## src/rtl/div_result_corrector.sv

```systemverilog
// div_result_corrector
// Post-correction stage for a non-restoring divider. A raw quotient and
// partial remainder are captured, the remainder is fixed up when negative
// (r + m) and divide-by-zero is flagged. Results are queued in a small FIFO
// towards the consumer.
// Optional feature: define DIV_RESULT_CORR_CNT_EN to add the 8-bit saturating
// corr_cnt output, which counts results that needed remainder correction.
module div_result_corrector #(
  parameter int WQ    = 4,
  parameter int WR    = 5,
  parameter int DEPTH = 2
) (
  input  logic          clk,
  input  logic          rst,
  input  logic          in_valid,
  output logic          in_ready,
  input  logic [WQ-1:0] in_q,
  input  logic [WR-1:0] in_r,
  input  logic [WR-1:0] in_m,
  output logic          out_valid,
  input  logic          out_ready,
  output logic [WQ-1:0] out_q,
  output logic [WR-1:0] out_r,
  output logic          out_fix,
  output logic          out_dz
`ifdef DIV_RESULT_CORR_CNT_EN
  ,
  output logic [7:0]    corr_cnt
`endif
);

  localparam int AW = $clog2(DEPTH);
  localparam int CW = $clog2(DEPTH + 1);
  localparam int EW = WQ + WR + 2;

  typedef enum logic [1:0] {
    IDLE,
    FIX,
    PUSH
  } state_t;

  state_t        state;

  logic [WQ-1:0] cap_q;
  logic [WR-1:0] cap_r;
  logic [WR-1:0] cap_m;

  logic [WQ-1:0] res_q;
  logic [WR-1:0] res_r;
  logic          res_fix;
  logic          res_dz;

  logic [EW-1:0] mem [DEPTH];
  logic [AW-1:0] wr_ptr;
  logic [AW-1:0] rd_ptr;
  logic [CW-1:0] count;

  logic          full;
  logic          accept;
  logic          push;
  logic          pop;
  logic [EW-1:0] head;

  // Handshake qualifiers; in_ready only in IDLE with room left, never in reset
  always_comb begin
    full      = (count == CW'(DEPTH));
    in_ready  = !rst && (state == IDLE) && !full;
    accept    = in_valid && in_ready;
    push      = !rst && (state == PUSH);
    out_valid = !rst && (count != '0);
    pop       = out_valid && out_ready;
  end

  // Present the FIFO head, forced to zero when the FIFO is empty or in reset
  always_comb begin
    head = out_valid ? mem[rd_ptr] : '0;
    {out_q, out_r, out_fix, out_dz} = head;
  end

  // Control FSM: capture in IDLE, correct in FIX, hand over to the FIFO in PUSH
  always_ff @(posedge clk) begin
    if (rst) begin
      state   <= IDLE;
      cap_q   <= '0;
      cap_r   <= '0;
      cap_m   <= '0;
      res_q   <= '0;
      res_r   <= '0;
      res_fix <= 1'b0;
      res_dz  <= 1'b0;
    end else begin
      case (state)
        IDLE: begin
          if (accept) begin
            cap_q <= in_q;
            cap_r <= in_r;
            cap_m <= in_m;
            state <= FIX;
          end
        end
        FIX: begin
          if (cap_m == '0) begin
            res_q   <= '1;
            res_r   <= cap_r;
            res_fix <= 1'b0;
            res_dz  <= 1'b1;
          end else if (cap_r[WR-1]) begin
            res_q   <= cap_q;
            res_r   <= cap_r + cap_m;
            res_fix <= 1'b1;
            res_dz  <= 1'b0;
          end else begin
            res_q   <= cap_q;
            res_r   <= cap_r;
            res_fix <= 1'b0;
            res_dz  <= 1'b0;
          end
          state <= PUSH;
        end
        PUSH: begin
          state <= IDLE;
        end
        default: begin
          state <= IDLE;
        end
      endcase
    end
  end

  // FIFO storage; contents need no reset because the head is masked when empty
  always_ff @(posedge clk) begin
    if (push) begin
      mem[wr_ptr] <= {res_q, res_r, res_fix, res_dz};
    end
  end

  // FIFO pointers and occupancy; pointers wrap naturally as DEPTH is a power of two
  always_ff @(posedge clk) begin
    if (rst) begin
      wr_ptr <= '0;
      rd_ptr <= '0;
      count  <= '0;
    end else begin
      if (push) begin
        wr_ptr <= wr_ptr + AW'(1);
      end
      if (pop) begin
        rd_ptr <= rd_ptr + AW'(1);
      end
      case ({push, pop})
        2'b10:   count <= count + CW'(1);
        2'b01:   count <= count - CW'(1);
        default: count <= count;
      endcase
    end
  end

`ifdef DIV_RESULT_CORR_CNT_EN
  // Saturating count of corrected results written into the FIFO
  always_ff @(posedge clk) begin
    if (rst) begin
      corr_cnt <= 8'h00;
    end else if (push && res_fix && (corr_cnt != 8'hFF)) begin
      corr_cnt <= corr_cnt + 8'd1;
    end
  end
`endif

endmodule

```

## config.mk

```make
export PLATFORM = sky130hd
export DESIGN_NAME = div_result_corrector
export DESIGN_NICKNAME = d
export VERILOG_FILES = /design/src/rtl/div_result_corrector.sv
export SDC_FILE = /design/constraint.sdc
export NUM_CORES = 1
export LEC_CHECK = 0
export CORE_MARGIN = 1
export CORE_UTILIZATION = 57
export CTS_CLUSTER_SIZE = 20
export DETAILED_ROUTE_END_ITERATION = 8
export PLACE_DENSITY = 0.83
export SETUP_SLACK_MARGIN = 0.05
export SYNTH_ARGS = -nofsm -noshare
export SYNTH_HDL_FRONTEND = slang
export SYNTH_SLANG_ARGS = --single-unit
```

## constraint.sdc

```tcl
create_clock -name clk -period 2.8 [get_ports clk]
set_clock_uncertainty 0.15 [all_clocks]
set_input_delay 0.28 -clock clk [delete_from_list [all_inputs] [get_ports clk]]
set_output_delay 0.28 -clock clk [all_outputs]
set_load 0.02 [all_outputs]
```

==> summary.txt <==
status: completed
DIE AREA: 0.004162 mm2
nets@finish: 252
number of synthesized flops with an enable pin: 22
GPL Wtd Cong: 0.7958
Critical Path Max Stage Delay: 0.61 ns
Final period util: 88.17%
starting density of the core: 59.93%
WS Path Type: in -> out
Area growth, synth to finish: 20.11%
NetSw: 0.0003289 W
CTS tree: yes
startpoint types: input port
met1 Resource Use GR: 24.53%
Ys Warns: 0
antenna cells: 0
total of cells resized after clock tree synthesis: 0
H-tree levels: 2
PwrDens: 529.7 mW/mm2
post-synth top area cell: edfxtp_1
CP endpoint kind: output port
total track usage: 21.26%
Syn Std Cell Area: 0.002227 mm2
largest net degree at the start of global routing: 23
final instance area: 0.002675 mm2
worst skew pair latency: 0.30 ns
Pleak: 1.066 nW
Die Y: 64.51 um
Reg power frac: 61.1%
Worst EP required: 2.37 ns
multi-input logic area: 859.6 um2
worst-margin pin slew: 0.6211 ns
Overflow after GRT: 0
Achievable Freq: 405.0 MHz
postcts setup bufs: 0
max_cap viols: 0
met3 Use GR: 5.458%
die width: 64.51 um
routed vias: 1474
cts bufs inserted: 5
DRT Wirelength: 3858 um
Final Hold Violating Endpoints: 0
met2 Track Usage GR: 36.45%
Pre-Repair DR Iteration Count: 5
Worst Reg-to-Reg Cells: 6
#FFs+latches synth: 54
Worst Path Arrival: 2.04 ns
cts hold-fix bufs: 0
io pins: 31
drt drc: 0
per-cell routed wire length: 13.93 um
HPWL Detailed: 2851 um
reg-to-reg startpoint: count[0]
first-pass GRT wire length: 6568 um
Slowest-stage cell, CP: clkdlybuf4s50_1
WP buf/inv: 4
Setup-failing EPs final: 0
clock root cell: clkbuf_8
Synth area leaders: edfxtp_1 30%, dfxtp_1 29%, mux2i_1 12%
TNS Setup: 0 ns
Sw Ratio: 23.21%
critical-path cell list: clkdlybuf4s50_1, inv_1, o21ai_0, buf_4, nor2_1, clkdlybuf4s50_1
row count: 22
peak supply drop: 0.3089 mV
reg2reg end: count[1]
Clock Power Share: 29.3%
Hold Startpoint: res_r[4]
register area: 0.001301 mm2
most frequent CP cell: clkdlybuf4s50_1
Synth Net Count: 219
cells after synthesis: 195
vias in the first global route: 1488
Yosys top cell area share: 29.66%
fin. max-slew vios: 0
share of layout cells above drive strength 1: 7.424%
worst hold-check path type: reg -> reg
Vias/cell: 5.321
Logic pwr share: 9.6%
RSZ-0062 raised after global routing: no
Crit path max-delay family: buffers and inverters
global route hottest layer: met2
Port Buffers: 30
core area: 0.003716 mm2
r2r setup slk: 0.79 ns
Worst slew margin: 58.54%
Clock Sinks: 54
post-route ant nets: 0
Top FF cell, synth: dfxtp_1
Worst-path clk slew: 0.09 ns
Syn Area/Cell: 11.42 um2
final setup margin: 0.3312 ns
Worst Hold End: mem[1][6]
worst hold stages: 0
number of fill cells: 291
Iter 0 DRT Violations: 36
Yosys cell types: 35
Final Core Density: 71.99%
P_int: 0.001088 W
pre-CTS setup slack: 0.2502 ns
Final min period: 2.469 ns
Area after DPL: 0.002589 mm2
crit-path max FO: 11
register area share after synthesis: 58.43%
ys async rst share: 0%
worst-case clock buffer depth: 2
initial antenna violation count: 0
[Yosys cell counts, types with 2 or more instances]
cell type and number:
mux2i_1 27, edfxtp_1 22, ha_1 5, o21ai_0 8, dfxtp_1 32, xor2_1 4
clkbuf_1 6, inv_1 6, nand3_1 2, buf_2 2, nand2b_1 2, a41oi_1 2
nor2b_1 2, xnor2_1 3, a21oi_1 5, nor2_1 40, nand2_1 4, nor3_1 4
and3_1 3
[cell families (layout without fill, tap and decap cells)]
family / after synthesis / after routing / share of synthesized area [%]
multiplexers: 27 / 27 / 12.13
flip-flops: 54 / 54 / 58.43
AND/OR/NAND/NOR: 63 / 63 / 13.03
XOR/XNOR: 7 / 7 / 2.753
adder cells (fa/ha/maj): 6 / 6 / 3.708
buffers and inverters: 16 / 50 / 2.977
AO/OA/AOI/OAI: 22 / 22 / 6.967
[worst max path at each step]
| stage | start | endpoint | slack, ns | cells past startpoint |
|---|---|---|---|---|
| final | rst | out_q[3] | 0.33 | 6 |
| after global routing | rst | out_r[1] | 0.22 | 6 |
| after CTS | rst | out_q[3] | 0.33 | 6 |
| after detailed placement | rst | count[1] | 0.25 | 8 |
| after global placement | rst | count[1] | 0.41 | 8 |
| after floorplan | rst | count[1] | 0.78 | 8 |
[area by class of cell]
cell class / count / share of cell area [%]
sequential: 54 / 48.64
multi-input combinational: 125 / 32.13
timing repair buffer: 36 / 12.91
clock buffer: 6 / 2.713
tap: 48 / 2.245
inverter: 6 / 0.8419
clock inverter: 2 / 0.5145
[worst register-to-register path, stage by stage (launching register included)]
cell and delay, ns:
dfxtp_1 0.36, o21ai_0 0.26, inv_1 0.08, and2_1 0.19, ha_1 0.35, or3_1 0.40
a21oi_1 0.15
[cell usage in the layout (no fill, tap or decap), drive strengths merged, types with 5 or more instances in the layout]
cell,instances
clkdlybuf4s50,30
buf,6
nor3,5
mux2i,27
o21ai,8
dfxtp,32
inv,6
clkbuf,6
ha,5
edfxtp,22
nor2,40
a21oi,5
[registers in the layout, indices dropped and copies added, names as in the netlist, named ones only]
signal / cells
mem: 22
cap_m: 5
cap_r: 5
res_r: 5
cap_q: 4
res_q: 4
count: 2
state: 2
rd_ptr: 1
res_dz: 1
res_fix: 1
wr_ptr: 1
[power groups by stage]
stage	sequential (W)	clock, W	combinational [W]
3_5_place_dp	0.000884	0	0.000136
4_1_cts	0.000866	0.000421	0.000136
5_1_grt	0.000869	0.000453	0.000150
2_1_floorplan	0.000875	0	0.0000874
3_3_place_gp	0.000881	0	0.000130
6_report	0.000866	0.000415	0.000136
[per-layer routing]
metal | share of wire (%) | up-vias
li1 | - | 747
met1 | 42 | 673
met2 | 51 | 46
met3 | 5.3 | 8
met4 | 1.7 | 0
met5 | 0 | -
[stage by stage]
stage,total power (W),hold slack [ns],std cells
finish,0.001417,0.3192,277
global placement,0.001011,0.2803,269
floorplan,0.0009624,0.2674,195
detailed placement,0.001020,0.2875,269
CTS,0.001423,0.3128,277
global route,0.001472,0.3394,277
Note: power is estimated with default switching activity, not from simulation.
